===== config.mk =====
export PLATFORM = sky130hd
export DESIGN_NAME = rom_loader
export DESIGN_NICKNAME = d
export VERILOG_FILES = /design/src/rtl/rom_loader.sv
export SDC_FILE = /design/constraint.sdc
export NUM_CORES = 1
export LEC_CHECK = 0
export BUFFER_PORTS_ARGS = -buffer_cell sky130_fd_sc_hd__clkbuf_2
export CAP_MARGIN = 0
export CORE_ASPECT_RATIO = 1.25
export CORE_UTILIZATION = 47
export CTS_CLUSTER_SIZE = 16
export DETAILED_ROUTE_END_ITERATION = 8
export GPL_TIMING_DRIVEN = 0
export PLACE_DENSITY = 0.81
export SLEW_MARGIN = 20
export SYNTH_ARGS = -nofsm -noshare
export SYNTH_HDL_FRONTEND = slang
export SYNTH_SLANG_ARGS = --single-unit

===== constraint.sdc =====
create_clock -name clk_sys -period 3.22 [get_ports clk_sys]
set_clock_uncertainty 0.15 [all_clocks]
set_input_delay 0.644 -clock clk_sys [delete_from_list [all_inputs] [get_ports clk_sys]]
set_output_delay 0.644 -clock clk_sys [all_outputs]
set_load 0.1 [all_outputs]

===== src/rtl/rom_loader.sv =====
// Program-store loader: turns 16-bit hps_io download words into paced byte writes,
// holds the CPU in reset during and after a download, and keeps count/checksum status.
module rom_loader #(
    parameter int ADDR_W      = 12,
    parameter int INDEX       = 0,
    parameter int HOLD_CYCLES = 256
) (
    input  logic              clk_sys,
    input  logic              reset_n,
    input  logic              ioctl_download,
    input  logic [7:0]        ioctl_index,
    input  logic              ioctl_wr,
    input  logic [24:0]       ioctl_addr,
    input  logic [15:0]       ioctl_dout,
    output logic              ioctl_wait,
    output logic              rom_wr,
    output logic [ADDR_W-1:0] rom_addr,
    output logic [7:0]        rom_data,
    output logic              copy_in_progress,
    output logic              cpu_hold,
    output logic [ADDR_W:0]   byte_count,
    output logic [7:0]        checksum,
    output logic              overflow
);

    localparam int                HC_W      = $clog2(HOLD_CYCLES + 1);
    localparam logic [HC_W-1:0]   HOLD_LOAD = HC_W'(HOLD_CYCLES);
    localparam logic [HC_W-1:0]   HC_ONE    = {{(HC_W-1){1'b0}}, 1'b1};
    localparam logic [HC_W-1:0]   HC_ZERO   = {HC_W{1'b0}};
    localparam logic [7:0]        INDEX_V   = 8'(INDEX);
    localparam logic [ADDR_W:0]   COUNT_MAX = {1'b1, {ADDR_W{1'b0}}};
    localparam logic [ADDR_W:0]   COUNT_ONE = {{ADDR_W{1'b0}}, 1'b1};

    typedef enum logic [2:0] {
        IDLE   = 3'd0,
        ACTIVE = 3'd1,
        WR_LO  = 3'd2,
        WR_HI  = 3'd3,
        HOLD   = 3'd4
    } state_t;

    state_t              state_r;
    state_t              state_s;
    logic [HC_W-1:0]     hold_cnt_r;
    logic [HC_W-1:0]     hold_cnt_s;
    logic [ADDR_W-2:0]   word_addr_r;
    logic [7:0]          data_hi_r;
    logic                oor_r;

    logic                match_s;
    logic                in_range_s;
    logic                start_s;
    logic                enter_s;
    logic                wr_s;
    logic [ADDR_W-1:0]   wr_addr_s;
    logic [7:0]          wr_data_s;
    logic                unused_s;

    assign match_s    = ioctl_download && (ioctl_index == INDEX_V);
    assign in_range_s = (ioctl_addr[24:ADDR_W] == {(25-ADDR_W){1'b0}});
    assign start_s    = (state_r == ACTIVE) && match_s && ioctl_wr;
    assign enter_s    = ((state_r == IDLE) || (state_r == HOLD)) && match_s;
    // Words are always even-aligned, so the low address bit carries no information.
    assign unused_s   = ioctl_addr[0];

    // Next-state and hold-counter logic.
    always_comb begin
        state_s    = state_r;
        hold_cnt_s = hold_cnt_r;
        case (state_r)
            IDLE: begin
                if (match_s) begin
                    state_s = ACTIVE;
                end else begin
                    state_s = IDLE;
                end
            end
            ACTIVE: begin
                if (!match_s) begin
                    state_s    = HOLD;
                    hold_cnt_s = HOLD_LOAD;
                end else if (ioctl_wr) begin
                    state_s = WR_LO;
                end else begin
                    state_s = ACTIVE;
                end
            end
            WR_LO: begin
                state_s = WR_HI;
            end
            // A download that ended mid-word finishes both bytes before holding.
            WR_HI: begin
                if (match_s) begin
                    state_s = ACTIVE;
                end else begin
                    state_s    = HOLD;
                    hold_cnt_s = HOLD_LOAD;
                end
            end
            HOLD: begin
                if (match_s) begin
                    state_s    = ACTIVE;
                    hold_cnt_s = HC_ZERO;
                end else if (hold_cnt_r <= HC_ONE) begin
                    state_s    = IDLE;
                    hold_cnt_s = HC_ZERO;
                end else begin
                    state_s    = HOLD;
                    hold_cnt_s = hold_cnt_r - HC_ONE;
                end
            end
            default: begin
                state_s    = HOLD;
                hold_cnt_s = HOLD_LOAD;
            end
        endcase
    end

    // Byte-write selection: low byte on word acceptance, high byte one cycle later.
    always_comb begin
        wr_s      = 1'b0;
        wr_addr_s = rom_addr;
        wr_data_s = rom_data;
        if (start_s) begin
            wr_s      = in_range_s;
            wr_addr_s = {ioctl_addr[ADDR_W-1:1], 1'b0};
            wr_data_s = ioctl_dout[7:0];
        end else if (state_r == WR_LO) begin
            wr_s      = ~oor_r;
            wr_addr_s = {word_addr_r, 1'b1};
            wr_data_s = data_hi_r;
        end else begin
            wr_s      = 1'b0;
            wr_addr_s = rom_addr;
            wr_data_s = rom_data;
        end
    end

    // State, handshake and CPU-hold registers; outputs reflect the state being entered.
    always_ff @(posedge clk_sys) begin
        if (!reset_n) begin
            state_r          <= HOLD;
            hold_cnt_r       <= HOLD_LOAD;
            ioctl_wait       <= 1'b0;
            copy_in_progress <= 1'b0;
            cpu_hold         <= 1'b1;
        end else begin
            state_r          <= state_s;
            hold_cnt_r       <= hold_cnt_s;
            ioctl_wait       <= (state_s == WR_LO) || (state_s == WR_HI);
            copy_in_progress <= (state_s == ACTIVE) || (state_s == WR_LO) || (state_s == WR_HI);
            cpu_hold         <= (state_s != IDLE);
        end
    end

    // Write port, latched word and download status counters.
    always_ff @(posedge clk_sys) begin
        if (!reset_n) begin
            rom_wr      <= 1'b0;
            rom_addr    <= {ADDR_W{1'b0}};
            rom_data    <= 8'h00;
            word_addr_r <= {(ADDR_W-1){1'b0}};
            data_hi_r   <= 8'h00;
            oor_r       <= 1'b0;
            byte_count  <= {(ADDR_W+1){1'b0}};
            checksum    <= 8'h00;
            overflow    <= 1'b0;
        end else begin
            rom_wr   <= wr_s;
            rom_addr <= wr_addr_s;
            rom_data <= wr_data_s;
            if (start_s) begin
                word_addr_r <= ioctl_addr[ADDR_W-1:1];
                data_hi_r   <= ioctl_dout[15:8];
                oor_r       <= ~in_range_s;
            end
            if (enter_s) begin
                byte_count <= {(ADDR_W+1){1'b0}};
                checksum   <= 8'h00;
                overflow   <= 1'b0;
            end else begin
                if (wr_s) begin
                    if (byte_count != COUNT_MAX) begin
                        byte_count <= byte_count + COUNT_ONE;
                    end
                    checksum <= checksum + wr_data_s;
                end
                if (start_s && !in_range_s) begin
                    overflow <= 1'b1;
                end
            end
        end
    end

endmodule


Yosys cells after proc, flatten, opt, wreduce, memory -nomap -nowiden
Index checks and enable logic that the tools add are counted.

Register bits after elaboration: 78. Output and inout port bits: 46. Logic and storage cells: 70.

Magnitude comparators: 1. Bitwise logic cells: 4. Reductions and logical operators: 21. $add $sub $neg: 3. Mux-type cells: 17. Eq/ne operators: 9.

Operators with widths (count): 9-bit two-way mux (3); 9-bit one-hot mux with 3 select lines (1); 12-bit two-way mux (2); 8-bit two-way mux (2); 3-bit one-hot mux with 5 select lines (1); 13-bit by 1-bit adder with 13-bit output (second input constant) (1); 13-bit zero test (1); 13-bit != test (second input constant) (1); 3-bit by 2-bit == test with 1-bit output (second input constant) (4); 3-bit two-way mux (4); 9-bit by 1-bit less-or-equal comparator with 1-bit output (second input constant) (1); 9-bit by 1-bit subtractor with 9-bit output (second input constant) (1); 8-bit adder (1); 8-bit zero test (1); 2-bit OR reduction (4); 3-bit by 1-bit == test with 1-bit output (second input constant) (2); 1-bit logical AND (5); 1-bit logical OR (4); 1-bit NOT (4); 2-bit AND reduction (2); 3-bit == test (second input constant) (1); 3-bit zero test (1); 1-bit two-way mux (3); 3-bit nonzero test (1); 4 further kinds (4).

Longest topological paths before layout
Depth in word-level cells: 7. Gate-level depth with buffers: 15. Gate-level depth less buffers: 13.

Least setup slack after synthesis
Ideal clock, no wire load.

Path type: in2reg. Start point: input port ioctl_index[2]. End point: register checksum[7]. Setup slack: -0.095 ns. Buffers on the path: 1. Arrival time: 3.106 ns. Data required time: 3.011 ns. Stages on the path: 12. Cells stage by stage: nor4_2 -> nand4b_2 -> clkbuf_1 -> o21ai_0 -> inv_1 -> ha_1 -> a21oi_1 -> o211ai_1 -> o41ai_1 -> xor2_1 -> a211o_1 -> nand2_1.

Cells in the longest elaborated chain, start to end: 6.

Ends and longest elaborated chain: from (decl) (RTL line 11) `input logic [7:0] ioctl_index,`; 8-bit zero test (RTL line 59) `assign match_s = ioctl_download && (ioctl_index == INDEX_V);`; 1-bit logical AND (RTL line 59); 1-bit logical AND (2 in series) (RTL line 61) `assign start_s = (state_r == ACTIVE) && match_s && ioctl_wr;`; 8-bit two-way mux (RTL line 124) `if (start_s) begin`; net wr_data_s[1] (RTL line 56) `logic [7:0] wr_data_s;`; 8-bit adder (RTL line 186) `checksum <= checksum + wr_data_s;`; to (signal assigned) (RTL line 186); to (decl) (RTL line 22) `output logic [7:0] checksum,`.

The timed path passes the listed nets, and every way through them passes these cells. A chain may end at the register's enable or synchronous reset.

Worst setup path in the final report
Same ends and word-level chain as after synthesis.

==> impl_results.rst <==
.. list-table::
   :header-rows: 1

   * - Metric
     - Value
   * - Arrival @ worst endpoint
     - 3.24 ns
   * - Setup slack of the critical path after layout
     - 0.137 ns
   * - Number of standard cells in the final layout excluding fillers
     - 630
   * - Syn Area/Cell
     - about 8.7 µm²
   * - Clock insertion delay at the later pin of the skew report
     - roughly 0.36 ns
   * - Async S/R FF share, synth
     - 0%
   * - CTS Buf Count
     - 9
   * - Num Clock Sinks
     - 78
   * - Standard cell core area
     - between 7000 and 8000 µm²
   * - Fraction of synthesized cell area taken by the top area cell type
     - about 42%
   * - Proportion of layout cells with a drive suffix above 1
     - roughly a quarter
   * - Library cells used by synthesis
     - 53
   * - Area leader, netlist
     - sky130_fd_sc_hd__dfxtp_1
   * - Internal
     - roughly 1.6 mW
   * - Final ANT Viol Nets
     - 0
   * - Number of remaining DRC errors
     - 0
   * - Largest family of logic cells by synthesized area
     - simple AND/OR/NAND/NOR gates
   * - Wire length of the first global-routing pass
     - 14400 µm
   * - Maximum resistive drop on vdd
     - between 300 and 400 µV
   * - Type of the setup path with the least slack
     - in -> reg
   * - DR vias
     - 3359
   * - Worst relative slew slack
     - between 50% and 60%
   * - Fraction of the yosys area taken by sequential cells
     - between 40% and 50%
   * - Final Max Tran Viols
     - 0
   * - Wirelength, routed
     - roughly 9000 µm
   * - Pin count of the biggest net entering global routing
     - 16
   * - Vias in the first global route
     - 3220
   * - Layout overhead on the synthesized area
     - 23.9%
   * - Post-route minimum period
     - 3.08 ns
   * - Worst slack, placed
     - -0.629 ns
   * - Most repeated cell in the gate-level netlist after synthesis
     - sky130_fd_sc_hd__dfxtp_1
   * - Min Hold Slack
     - slightly above 0.3 ns
   * - Vertical die dimension
     - 101 µm
   * - Crit. End Element
     - register
   * - Maximum fanout encountered on the critical timing path
     - 10
   * - HPWL after DPL
     - roughly 6600 µm
   * - Combinational share of power
     - between 15 and 20%
   * - Post-Synth XOR/XNOR Area
     - 4.48%
   * - Max Clk Rate
     - 324 MHz
   * - Data required time at the worst endpoint
     - between 3 and 4 ns
   * - Register clock-pin slew on the reported worst setup and hold paths
     - about 0.090 ns
   * - Die extent in x
     - 81.5 µm
   * - Count of final hold-check violations
     - 0
   * - Synth Area in Adders
     - under 10%
   * - Compound-gate portion of the synthesized area
     - between 10% and 20%
   * - Number of nets in the synthesized netlist
     - 490
   * - Result of the run
     - finished clean
   * - Dpl cells
     - roughly 610
   * - Area enclosed by the die boundary
     - a little over 8000 µm²
   * - Clock power frac
     - around a third
   * - Crit share post-route
     - roughly 96%
   * - Sum of overflow across all layers after global routing
     - 0
   * - Antenna violations before repair
     - 0
   * - Number of placement rows
     - 35
   * - TritonCTS clock tree
     - yes
   * - Cell types occupying the most area after synthesis
     - sky130_fd_sc_hd__dfxtp_1, sky130_fd_sc_hd__mux2i_1, sky130_fd_sc_hd__nand2_1
   * - Most frequent cells after synthesis
     - sky130_fd_sc_hd__dfxtp_1, sky130_fd_sc_hd__nand2_1, sky130_fd_sc_hd__nor2_1
   * - Worst-case clock buffer depth
     - 2
   * - Net switching fraction of the power
     - 28.5%
   * - Hold buffer count at cts
     - 0
   * - Gate count after technology mapping
     - 425
   * - Number of flops mapped to enable cells by yosys
     - 0
   * - Net switching power
     - 0.622 mW
   * - Classification of the worst-slack hold path
     - reg -> reg
   * - Initial core utilization
     - about half
   * - I/O pin cnt
     - 99
   * - Top_reg_cell synth
     - sky130_fd_sc_hd__dfxtp_1
   * - Leak pwr
     - 2.06 nW
   * - Routability congestion estimate
     - approximately 0.87
   * - Fraction of synthesized area in multiplexers
     - under 10%
   * - Final number of setup-violating endpoints
     - 0
   * - Vias per Instance
     - roughly 5.3
   * - Port Buf Inserts
     - slightly below 100
   * - Share of total power in sequential cells
     - roughly 49%
   * - Max-cap check violation count
     - 0
   * - Final net count
     - roughly 600
   * - Number of warnings reported in the yosys synthesis log
     - 0
   * - Number of register bits inferred by synthesis
     - ~80
   * - Cell chosen for the clock root
     - sky130_fd_sc_hd__clkbuf_8
   * - Setup TNS Final
     - 0 ns
   * - Detailed Routing Iterations Pass 1
     - 4
   * - Synth Area in Simple Gates
     - approximately a quarter
   * - H-tree depth
     - 3
   * - GRT Resource Usage Total
     - roughly 23%
   * - Antenna cells
     - 0
   * - Sum of internal, switching and leakage power
     - about 2.2 mW
   * - DR WL/cell
     - around 14 µm
   * - Worst-Margin Slew
     - about 0.64 ns
   * - Netlist area before placement
     - roughly 3700 µm²
   * - DRT iter0 DRCs
     - slightly above 100
   * - PD cells
     - roughly 470 nW/µm²
   * - Crit start category
     - input port
cells by family after synthesis:
group                      count (synthesis)
buffers and inverters                     34
DFF                                       78
muxes                                     27
xor gates and xnor gates                  19
adders and majority gates                 12
AOI/OAI and AO/OA                         72
and+or+nand+nor                          183
final cells by class:
class,count,area (µm²)
inverters,13,48.8
clock buffers,9,124
well taps,92,115
plain buffers,21,96.3
clock inverters,7,80.1
fillers,661,2930
repair buffers,97,485
flip-flops and latches,78,1560
multi-input cells,313,2090
cells in the final DEF, fill, tap and decap left out, types with 9 or more instances in the layout:
cell type	count
sky130_fd_sc_hd__ha_1	11
sky130_fd_sc_hd__mux2i_1	25
sky130_fd_sc_hd__clkbuf_8	9
sky130_fd_sc_hd__xor2_1	9
sky130_fd_sc_hd__inv_1	13
sky130_fd_sc_hd__a21boi_0	13
sky130_fd_sc_hd__nand3_1	15
sky130_fd_sc_hd__clkbuf_2	98
sky130_fd_sc_hd__xnor2_1	10
sky130_fd_sc_hd__and2_1	10
sky130_fd_sc_hd__a21oi_1	16
sky130_fd_sc_hd__nand2_1	61
sky130_fd_sc_hd__nor2_1	49
sky130_fd_sc_hd__clkbuf_1	9
sky130_fd_sc_hd__dfxtp_1	76
sky130_fd_sc_hd__o211a_1	11
metal layers:
layer / vias up / track usage, % / share of wire, %
li1: 1684 / - / -
met5: - / 0 / 0
met4: 0 / 10.3 / 2.4
met2: 73 / 40.3 / 51
met1: 1582 / 25.9 / 42
met3: 20 / 5.32 / 4.1
sequential cells by signal, summed over array words and instances (netlist names), 3 cells and up:
| signal | count |
|---|---|
| rom_addr | 12 |
| byte_count | 13 |
| state_r | 3 |
| rom_data | 8 |
| hold_cnt_r | 9 |
| checksum | 8 |
| data_hi_r | 8 |
| word_addr_r | 11 |
path summary, 6_finish.rpt:
kind | cells past startpoint | slack (ns) | start | to
worst min register to register | 2 | 0.31 | word_addr_r[9] | word_addr_r[9]
worst max-delay path | 13 | 0.14 | ioctl_index[2] | checksum[7]
worst max register to register | 13 | 0.19 | state_r[0] | checksum[7]
worst min-delay path | 2 | 0.31 | word_addr_r[9] | word_addr_r[9]
critical path: stages:
cell and delay (ns):
sky130_fd_sc_hd__clkbuf_2 0.11, sky130_fd_sc_hd__nor4_4 0.35, sky130_fd_sc_hd__nand4b_4 0.19, sky130_fd_sc_hd__clkbuf_4 0.24, sky130_fd_sc_hd__o21ai_4 0.18, sky130_fd_sc_hd__inv_1 0.06
sky130_fd_sc_hd__ha_1 0.28, sky130_fd_sc_hd__a21oi_2 0.17, sky130_fd_sc_hd__o211ai_1 0.15, sky130_fd_sc_hd__o41ai_2 0.36, sky130_fd_sc_hd__xor2_1 0.14, sky130_fd_sc_hd__a211o_1 0.30
sky130_fd_sc_hd__nand2_1 0.05
per-stage QoR:
stage	utilization (%)	cell area [µm²]
2_1_floorplan	-	3710
3_3_place_gp	57.3	4320
3_5_place_dp	57.3	4320
4_1_cts	60.4	4550
5_1_grt	61.1	4600
6_report	61.1	4600
repair_timing:
item                                    CTS  global route
pin swaps                                 0             1
gates resized for setup                   7            11
buffers inserted                          0             0
endpoints found under the setup margin    2             3
hold endpoints to repair                  0             0
power groups by stage:
stage | Clock, mW | Combinational (mW) | Sequential, mW
global route | 0.817 | 0.392 | 1.08
global placement | 0 | 0.336 | 1.09
detailed placement | 0 | 0.345 | 1.09
floorplan | 0 | 0.256 | 1.09
finish | 0.762 | 0.351 | 1.07
CTS | 0.774 | 0.349 | 1.07
No activity file was read; power rests on OpenSTA's default activity.
